===== src/rtl/fm_tx_controller.sv =====
// FM transmitter front-end: register bank, sample-rate tick, audio FIFO and
// carrier retune sequencer feeding the modulator datapath.
module fm_tx_controller #(
    parameter int A     = 8,
    parameter int N     = 18,
    parameter int L     = 2,
    parameter int K     = 4,
    parameter int DIV_W = 12,
    parameter int DEPTH = 4
) (
    input  logic                clk,
    input  logic                rst,
    input  logic                wr_en,
    input  logic [2:0]          wr_addr,
    input  logic [7:0]          wr_data,
    input  logic                s_valid,
    input  logic signed [A-1:0] s_data,
    output logic                s_ready,
    output logic signed [A-1:0] audio,
    output logic [N-1:0]        acc_inc,
    output logic [L-1:0]        df_inc_coef,
    output logic [K-1:0]        df_inc_fact,
    output logic                tx_en,
    output logic                busy,
    output logic                underrun
);

    localparam int AW = $clog2(DEPTH);

    localparam logic [1:0] S_IDLE   = 2'd0;
    localparam logic [1:0] S_RETUNE = 2'd1;
    localparam logic [1:0] S_RUN    = 2'd2;

    logic [1:0]          state, state_nxt;
    logic                enable;
    logic [N-1:0]        target, target_nxt, commit_val, acc_nxt, ramp_val;
    logic [7:0]          freq_l, freq_m, step;
    logic [DIV_W-1:0]    div, div_nxt, cnt;
    logic [L-1:0]        dev_coef;
    logic [K-1:0]        dev_fact;
    logic                wr_ctrl, wr_div_l, wr_div_h, div_wr, commit, enable_rise;
    logic                tick, pop, push, flush, urun_set, reached;
    logic signed [A-1:0] audio_nxt;

    logic signed [A-1:0] mem [DEPTH];
    logic [AW:0]         wr_ptr, rd_ptr;
    logic                empty, full;

    // Returns {reached, next}; never steps past the target in either direction.
    function automatic logic [N:0] ramp(input logic [N-1:0] cur,
                                        input logic [N-1:0] tgt,
                                        input logic [7:0]   stp);
        logic [N-1:0] diff;
        logic [N-1:0] stp_n;
        stp_n = {{(N-8){1'b0}}, stp};
        diff  = (tgt >= cur) ? (tgt - cur) : (cur - tgt);
        if ((stp == 8'd0) || (diff <= stp_n)) return {1'b1, tgt};
        else if (tgt > cur)                   return {1'b0, cur + stp_n};
        else                                  return {1'b0, cur - stp_n};
    endfunction

    assign wr_ctrl     = wr_en && (wr_addr == 3'd0);
    assign wr_div_l    = wr_en && (wr_addr == 3'd5);
    assign wr_div_h    = wr_en && (wr_addr == 3'd6);
    assign commit      = wr_en && (wr_addr == 3'd3);
    assign div_wr      = wr_div_l || wr_div_h;
    assign enable_rise = wr_ctrl && wr_data[0] && !enable;
    assign commit_val  = {wr_data[N-17:0], freq_m, freq_l};
    assign target_nxt  = commit ? commit_val : target;
    assign tick        = enable && (cnt == '0);

    assign empty   = (wr_ptr == rd_ptr);
    assign full    = (wr_ptr[AW] != rd_ptr[AW]) && (wr_ptr[AW-1:0] == rd_ptr[AW-1:0]);
    assign s_ready = !full;
    assign push    = s_valid && s_ready;
    assign tx_en   = (state == S_RUN);
    assign busy    = (state == S_RETUNE);

    always_comb begin
        div_nxt = div;
        if (wr_div_l) div_nxt[7:0] = wr_data;
        if (wr_div_h) div_nxt[DIV_W-1:8] = wr_data[DIV_W-9:0];
    end

    always_comb begin
        state_nxt           = state;
        acc_nxt             = acc_inc;
        pop                 = 1'b0;
        urun_set            = 1'b0;
        {reached, ramp_val} = ramp(acc_inc, target_nxt, step);
        if (!enable) begin
            state_nxt = S_IDLE;
        end else begin
            case (state)
                S_IDLE:   state_nxt = (acc_inc != target) ? S_RETUNE : S_RUN;
                S_RETUNE: if (tick) begin
                    acc_nxt = ramp_val;
                    if (reached) state_nxt = S_RUN;
                end
                S_RUN: begin
                    if (commit && (commit_val != acc_inc)) state_nxt = S_RETUNE;
                    else if (tick) begin
                        if (!empty) pop = 1'b1;
                        else        urun_set = 1'b1;
                    end
                end
                default:  state_nxt = S_IDLE;
            endcase
        end
    end

    assign flush = (state != S_IDLE) && (state_nxt == S_IDLE);

    always_comb begin
        audio_nxt = audio;
        if (state_nxt != S_RUN)
            audio_nxt = '0;
        else if ((state == S_RUN) && tick)
            audio_nxt = pop ? mem[rd_ptr[AW-1:0]] : '0;
    end

    always_ff @(posedge clk or posedge rst) begin
        if (rst) begin
            enable      <= 1'b0;
            target      <= '0;
            freq_l      <= '0;
            freq_m      <= '0;
            step        <= '0;
            div         <= DIV_W'(1023);
            cnt         <= DIV_W'(1023);
            dev_coef    <= '0;
            dev_fact    <= '0;
            state       <= S_IDLE;
            acc_inc     <= '0;
            audio       <= '0;
            df_inc_coef <= '0;
            df_inc_fact <= '0;
            underrun    <= 1'b0;
            wr_ptr      <= '0;
            rd_ptr      <= '0;
        end else begin
            if (wr_ctrl)                      enable <= wr_data[0];
            if (wr_en && (wr_addr == 3'd1))   freq_l <= wr_data;
            if (wr_en && (wr_addr == 3'd2))   freq_m <= wr_data;
            if (wr_en && (wr_addr == 3'd7))   step   <= wr_data;
            if (wr_en && (wr_addr == 3'd4)) begin
                dev_coef <= wr_data[L-1:0];
                dev_fact <= wr_data[L+K-1:L];
            end
            target <= target_nxt;
            div    <= div_nxt;

            if (div_wr || enable_rise) cnt <= div_nxt;
            else if (enable)           cnt <= (cnt == '0) ? div : cnt - 1'b1;

            // Deviation settings only reach the modulator at sample boundaries.
            if (tick) begin
                df_inc_coef <= dev_coef;
                df_inc_fact <= dev_fact;
            end

            state   <= state_nxt;
            acc_inc <= acc_nxt;
            audio   <= audio_nxt;

            if (urun_set)                     underrun <= 1'b1;
            else if (wr_ctrl && wr_data[1])   underrun <= 1'b0;

            if (flush) begin
                wr_ptr <= '0;
                rd_ptr <= '0;
            end else begin
                if (push) wr_ptr <= wr_ptr + 1'b1;
                if (pop)  rd_ptr <= rd_ptr + 1'b1;
            end
        end
    end

    always_ff @(posedge clk) begin
        if (push) mem[wr_ptr[AW-1:0]] <= s_data;
    end

endmodule


===== config.mk =====
export PLATFORM = sky130hd
export DESIGN_NAME = fm_tx_controller
export DESIGN_NICKNAME = d
export VERILOG_FILES = /design/src/rtl/fm_tx_controller.sv
export SDC_FILE = /design/constraint.sdc
export NUM_CORES = 1
export LEC_CHECK = 0
export CORE_ASPECT_RATIO = 1.5
export CORE_MARGIN = 2
export CORE_UTILIZATION = 50
export DETAILED_ROUTE_END_ITERATION = 10
export GPL_ROUTABILITY_DRIVEN = 0
export PLACE_DENSITY_LB_ADDON = 0.15
export SYNTH_ARGS = -nofsm -noshare
export SYNTH_HDL_FRONTEND = slang
export SYNTH_SLANG_ARGS = --single-unit

===== constraint.sdc =====
create_clock -name clk -period 9.2 [get_ports clk]
set_input_delay 1.84 -clock clk [delete_from_list [all_inputs] [get_ports clk]]
set_output_delay 1.84 -clock clk [all_outputs]
set_load 0.02 [all_outputs]

==> tab_implementation.tex <==
\begin{tabular}{lr}
\hline
Metric & Value \\
\hline
\multicolumn{2}{l}{\textbf{Critical path}} \\
Signal arrival time at the worst endpoint & approximately 8400 ps \\
Critical setup path kind & in2reg \\
Nature of the critical path startpoint & input port \\
Required arrival time at the worst endpoint & between 9000 and 10000 ps \\
Critical Path Sink Type & flip-flop \\
Maximum net fanout on the critical path & 17 \\
\multicolumn{2}{l}{\textbf{Timing}} \\
Final Hold Fails & 0 \\
Final Max Tran Viols & 0 \\
Worst-Margin Slew & 921 ps \\
Setup TNS after final layout & 0 ps \\
Upper clock frequency limit & 123 MHz \\
Setup repair after global routing missed its margin & false \\
\# setup viols final & 0 \\
Worst clock skew on the final layout & around 15 ps \\
Post-route clock period utilization & 88.2\% \\
Worst-case headroom to the max-slew limit & 38.5\% \\
Final critical path time including I/O delays and setup & between 8000 and 9000 ps \\
\multicolumn{2}{l}{\textbf{Clock tree}} \\
Register clock-pin slew on the reported worst setup and hold paths & $\sim$70 ps \\
Setup fix buffers added after clock tree synthesis & 0 \\
Clock latency at the later pin of the worst-skew pair & about 420 ps \\
Maximum level of the CTS H-tree & 4 \\
CTS tree & yes \\
Cell at the root of the clock tree & sky130\_fd\_sc\_hd\_\_clkbuf\_16 \\
TritonCTS Sinks & around 150 \\
Total CTS buffers & 17 \\
Hold Buf Count CTS & 0 \\
Number of instances resized during post-cts repair & 0 \\
Bufs on Longest Clock Path & 2 \\
\multicolumn{2}{l}{\textbf{Yosys}} \\
Fraction of post-synthesis cell area in the top cell type by area & between 20\% and 30\% \\
Top cells by area, synth & sky130\_fd\_sc\_hd\_\_dfrtp\_1, sky130\_fd\_sc\_hd\_\_edfxtp\_1, sky130\_fd\_sc\_hd\_\_ha\_1 \\
Synthesized area & between 9000 and 10000 sq um \\
Async set or reset register ratio after synthesis & 78.1\% \\
Yosys synthesis warning count & 0 \\
Number of distinct library cells after synthesis & 67 \\
Part of the Yosys area used for sequential elements & between 30\% and 40\% \\
Synthesized netlist cell count & about 950 \\
Main flop type after synthesis & sky130\_fd\_sc\_hd\_\_dfrtp\_1 \\
Post-synth net total & roughly 1.0k \\
Count of flip-flops with a built-in enable after synthesis & 32 \\
Mean instance size in the synthesized netlist & slightly above 10 sq um \\
Cell taking the most area after synthesis & sky130\_fd\_sc\_hd\_\_dfrtp\_1 \\
\#FFs+latches synth & about 150 \\
\multicolumn{2}{l}{\textbf{Job}} \\
Reported max-cap violation count & 0 \\
\multicolumn{2}{l}{\textbf{Min path}} \\
Hold/Removal Path Class & reg2reg \\
\multicolumn{2}{l}{\textbf{Route}} \\
Detailed-route vias per instance & around 5.8 \\
Vias after detailed routing & approximately 7.3k \\
Routed wirelength normalized by instance count & 19.6 microns \\
Detail Route Antenna Nets & 0 \\
Count of TritonRoute iterations in the first routing pass & 4 \\
Detailed Route WL & between 20000 and 25000 microns \\
Number of design rule violations left after detail routing & 0 \\
DRC marker count from the first detailed-route iteration & 389 \\
\multicolumn{2}{l}{\textbf{Pwr}} \\
Clk pwr share & a little over a quarter \\
Relative contribution of sequential cells to total power & between 30\% and 40\% \\
Pleak & roughly 4.9 nW \\
Total power after layout & 2.61 mW \\
Combinational share of power & approximately 38\% \\
Maximum vdd drop & around 0.14 mV \\
Cell Int Power & approximately 1.6 mW \\
Power Dens Cells & 235 nW/um\^{}2 \\
Switch share & about 38\% \\
Switching power summed over all nets & $\sim$1.0 mW \\
\multicolumn{2}{l}{\textbf{Floorplan}} \\
Die area & roughly 21000 sq um \\
Die Width & roughly 120 microns \\
Std-Cell Rows & 62 \\
Starting utilization of the core area & 50.9\% \\
I/O pins & 59 \\
Height of the die & approximately 170 microns \\
Std-Cell Core Area & roughly 19000 sq um \\
\multicolumn{2}{l}{\textbf{GRT}} \\
Most Crowded Layer GR & met2 \\
GR Util met3 & under 10\% \\
Global routing usage on met2 & $\sim$46\% \\
GRT Util Overall & between 20\% and 30\% \\
Leftover overflow at the end of global routing & 0 \\
First-pass GRT wire length & between 40000 and 50000 microns \\
Met1 Track Usage GR & between 20\% and 30\% \\
Via count of the first global-routing pass & approximately 7.6k \\
Pin count of the biggest net entering global routing & 63 \\
Antenna violations before repair & 0 \\
\multicolumn{2}{l}{\textbf{Cells and area}} \\
Area used by multi-input combinational logic & about 5400 sq um \\
Filler instances & roughly 1.7k \\
Leading cell types in the layout, fill and taps excluded & sky130\_fd\_sc\_hd\_\_dfrtp\_1, sky130\_fd\_sc\_hd\_\_ha\_1, sky130\_fd\_sc\_hd\_\_mux2\_2 \\
Util after Layout & 58.3\% \\
Post-route cell area & approximately 11000 sq um \\
Fraction of final layout cells sized beyond drive strength 1 & about 17\% \\
Non-filler instance count after layout & around 1.3k \\
Most frequent standard cell in the layout excluding fill and tap cells & sky130\_fd\_sc\_hd\_\_dfrtp\_1 \\
Combined flip-flop and latch cell area & between 3000 and 4000 sq um \\
Net count, final & roughly 1.1k \\
Post-synthesis to final-layout area growth & 14.6\% \\
Diode count & 0 \\
\multicolumn{2}{l}{\textbf{Placement}} \\
Total placed instance area & approximately 11000 sq um \\
DP Wirelength & 18900 microns \\
\# placed instances & approximately 1.2k \\
Buffers on Ports & just under 60 \\
\multicolumn{2}{l}{\textbf{Status}} \\
Run status & finished, final reports clean \\
\hline
\end{tabular}
-- through the flow --
stage	hold WS, ps	setup slack (ps)
final	505	1090
after global placement	487	784
after CTS	510	1120
after floorplan	475	1180
after detailed placement	494	703
after global routing	536	572
-- critical path: stages --
cell and delay [ps]:
sky130_fd_sc_hd__clkdlybuf4s50_1 590, sky130_fd_sc_hd__nand4b_1 270, sky130_fd_sc_hd__buf_4 320, sky130_fd_sc_hd__mux2_2 420, sky130_fd_sc_hd__ha_1 550, sky130_fd_sc_hd__nand4_2 190
sky130_fd_sc_hd__nand2b_1 240, sky130_fd_sc_hd__or4_1 560, sky130_fd_sc_hd__o21ai_0 110, sky130_fd_sc_hd__buf_4 240, sky130_fd_sc_hd__mux2i_1 320, sky130_fd_sc_hd__ha_1 280
sky130_fd_sc_hd__nor2b_1 140, sky130_fd_sc_hd__o31ai_1 200, sky130_fd_sc_hd__buf_4 170, sky130_fd_sc_hd__a211oi_1 120, sky130_fd_sc_hd__o31ai_1 410, sky130_fd_sc_hd__o21bai_1 160
sky130_fd_sc_hd__a211oi_1 350, sky130_fd_sc_hd__o21bai_1 100, sky130_fd_sc_hd__a21oi_1 180, sky130_fd_sc_hd__xor2_1 100, sky130_fd_sc_hd__and3_1 180, sky130_fd_sc_hd__or3_1 360
-- per-layer routing --
| metal | vias up | wire [microns] |
|---|---|---|
| met3 | 56 | 638 |
| met2 | 163 | 13100 |
| met1 | 3572 | 9970 |
| li1 | 3524 | - |
| met5 | - | 0 |
| met4 | 0 | 1120 |
-- area by class of cell --
type	count	area share, %
clock buffer	17	3.82
multi-input combinational	703	48.9
inverter	65	2.21
sequential	146	34.5
timing repair buffer	70	6.02
tap	256	2.88
clock inverter	15	1.66
-- power by group through the flow --
stage	sequential [mW]	combinational, mW	clock (mW)
6_report	0.932	0.987	0.695
3_3_place_gp	0.937	0.972	0
5_1_grt	0.949	1.10	0.735
2_1_floorplan	0.911	0.742	0
3_5_place_dp	0.941	0.982	0
4_1_cts	0.931	0.989	0.708
-- cells by family after synthesis --
kind of cell    synth area share (%)
buf+inv                         4.41
fa+ha+maj                       9.61
mux                             12.6
simple gates                    12.8
flops                           39.5
compound gates                  13.8
xor+xnor                        7.29
-- Yosys cell counts, types with 9 or more instances --
master,count
sky130_fd_sc_hd__a21o_1,15
sky130_fd_sc_hd__mux2i_1,26
sky130_fd_sc_hd__or3_1,9
sky130_fd_sc_hd__xor2_1,39
sky130_fd_sc_hd__and3_1,10
sky130_fd_sc_hd__a21oi_1,52
sky130_fd_sc_hd__inv_1,65
sky130_fd_sc_hd__nand2_1,52
sky130_fd_sc_hd__xnor2_1,40
sky130_fd_sc_hd__edfxtp_1,32
sky130_fd_sc_hd__clkbuf_1,25
sky130_fd_sc_hd__dfstp_2,20
sky130_fd_sc_hd__nand2b_1,11
sky130_fd_sc_hd__nor2_2,9
sky130_fd_sc_hd__o21ai_0,50
sky130_fd_sc_hd__a21boi_0,10
sky130_fd_sc_hd__nor4_1,10
sky130_fd_sc_hd__nand4_1,11
sky130_fd_sc_hd__mux2_2,68
sky130_fd_sc_hd__ha_1,69
sky130_fd_sc_hd__nor2b_1,12
sky130_fd_sc_hd__nor3_1,19
sky130_fd_sc_hd__dfrtp_1,94
sky130_fd_sc_hd__buf_2,9
sky130_fd_sc_hd__nand3_1,16
sky130_fd_sc_hd__nor2_1,55
sky130_fd_sc_hd__o22ai_1,10
-- worst paths after layout --
| path | from | end | slack (ps) | depth (start not counted) |
|---|---|---|---|---|
| hold reg to reg | dev_fact[0] | dev_fact[0] | 510 | 1 |
| max in group asynchronous | rst | target[7] | 6100 | 3 |
| hold / removal | dev_fact[0] | dev_fact[0] | 510 | 1 |
| min in group asynchronous | rst | cnt[10] | 1870 | 2 |
| setup reg to reg | freq_l[0] | acc_inc[17] | 3180 | 24 |
| setup / recovery | wr_addr[2] | acc_inc[17] | 1090 | 24 |
-- flip-flops by register name (all words and copies together), names as in the netlist --
signal	flops
dev_fact	4
enable	1
df_inc_fact	4
state	2
cnt	12
freq_m	8
target	18
df_inc_coef	2
audio	8
step	8
acc_inc	18
rd_ptr	3
freq_l	8
mem	32
dev_coef	2
div	12
underrun	1
wr_ptr	3
Power figures use the tool's default switching activity.
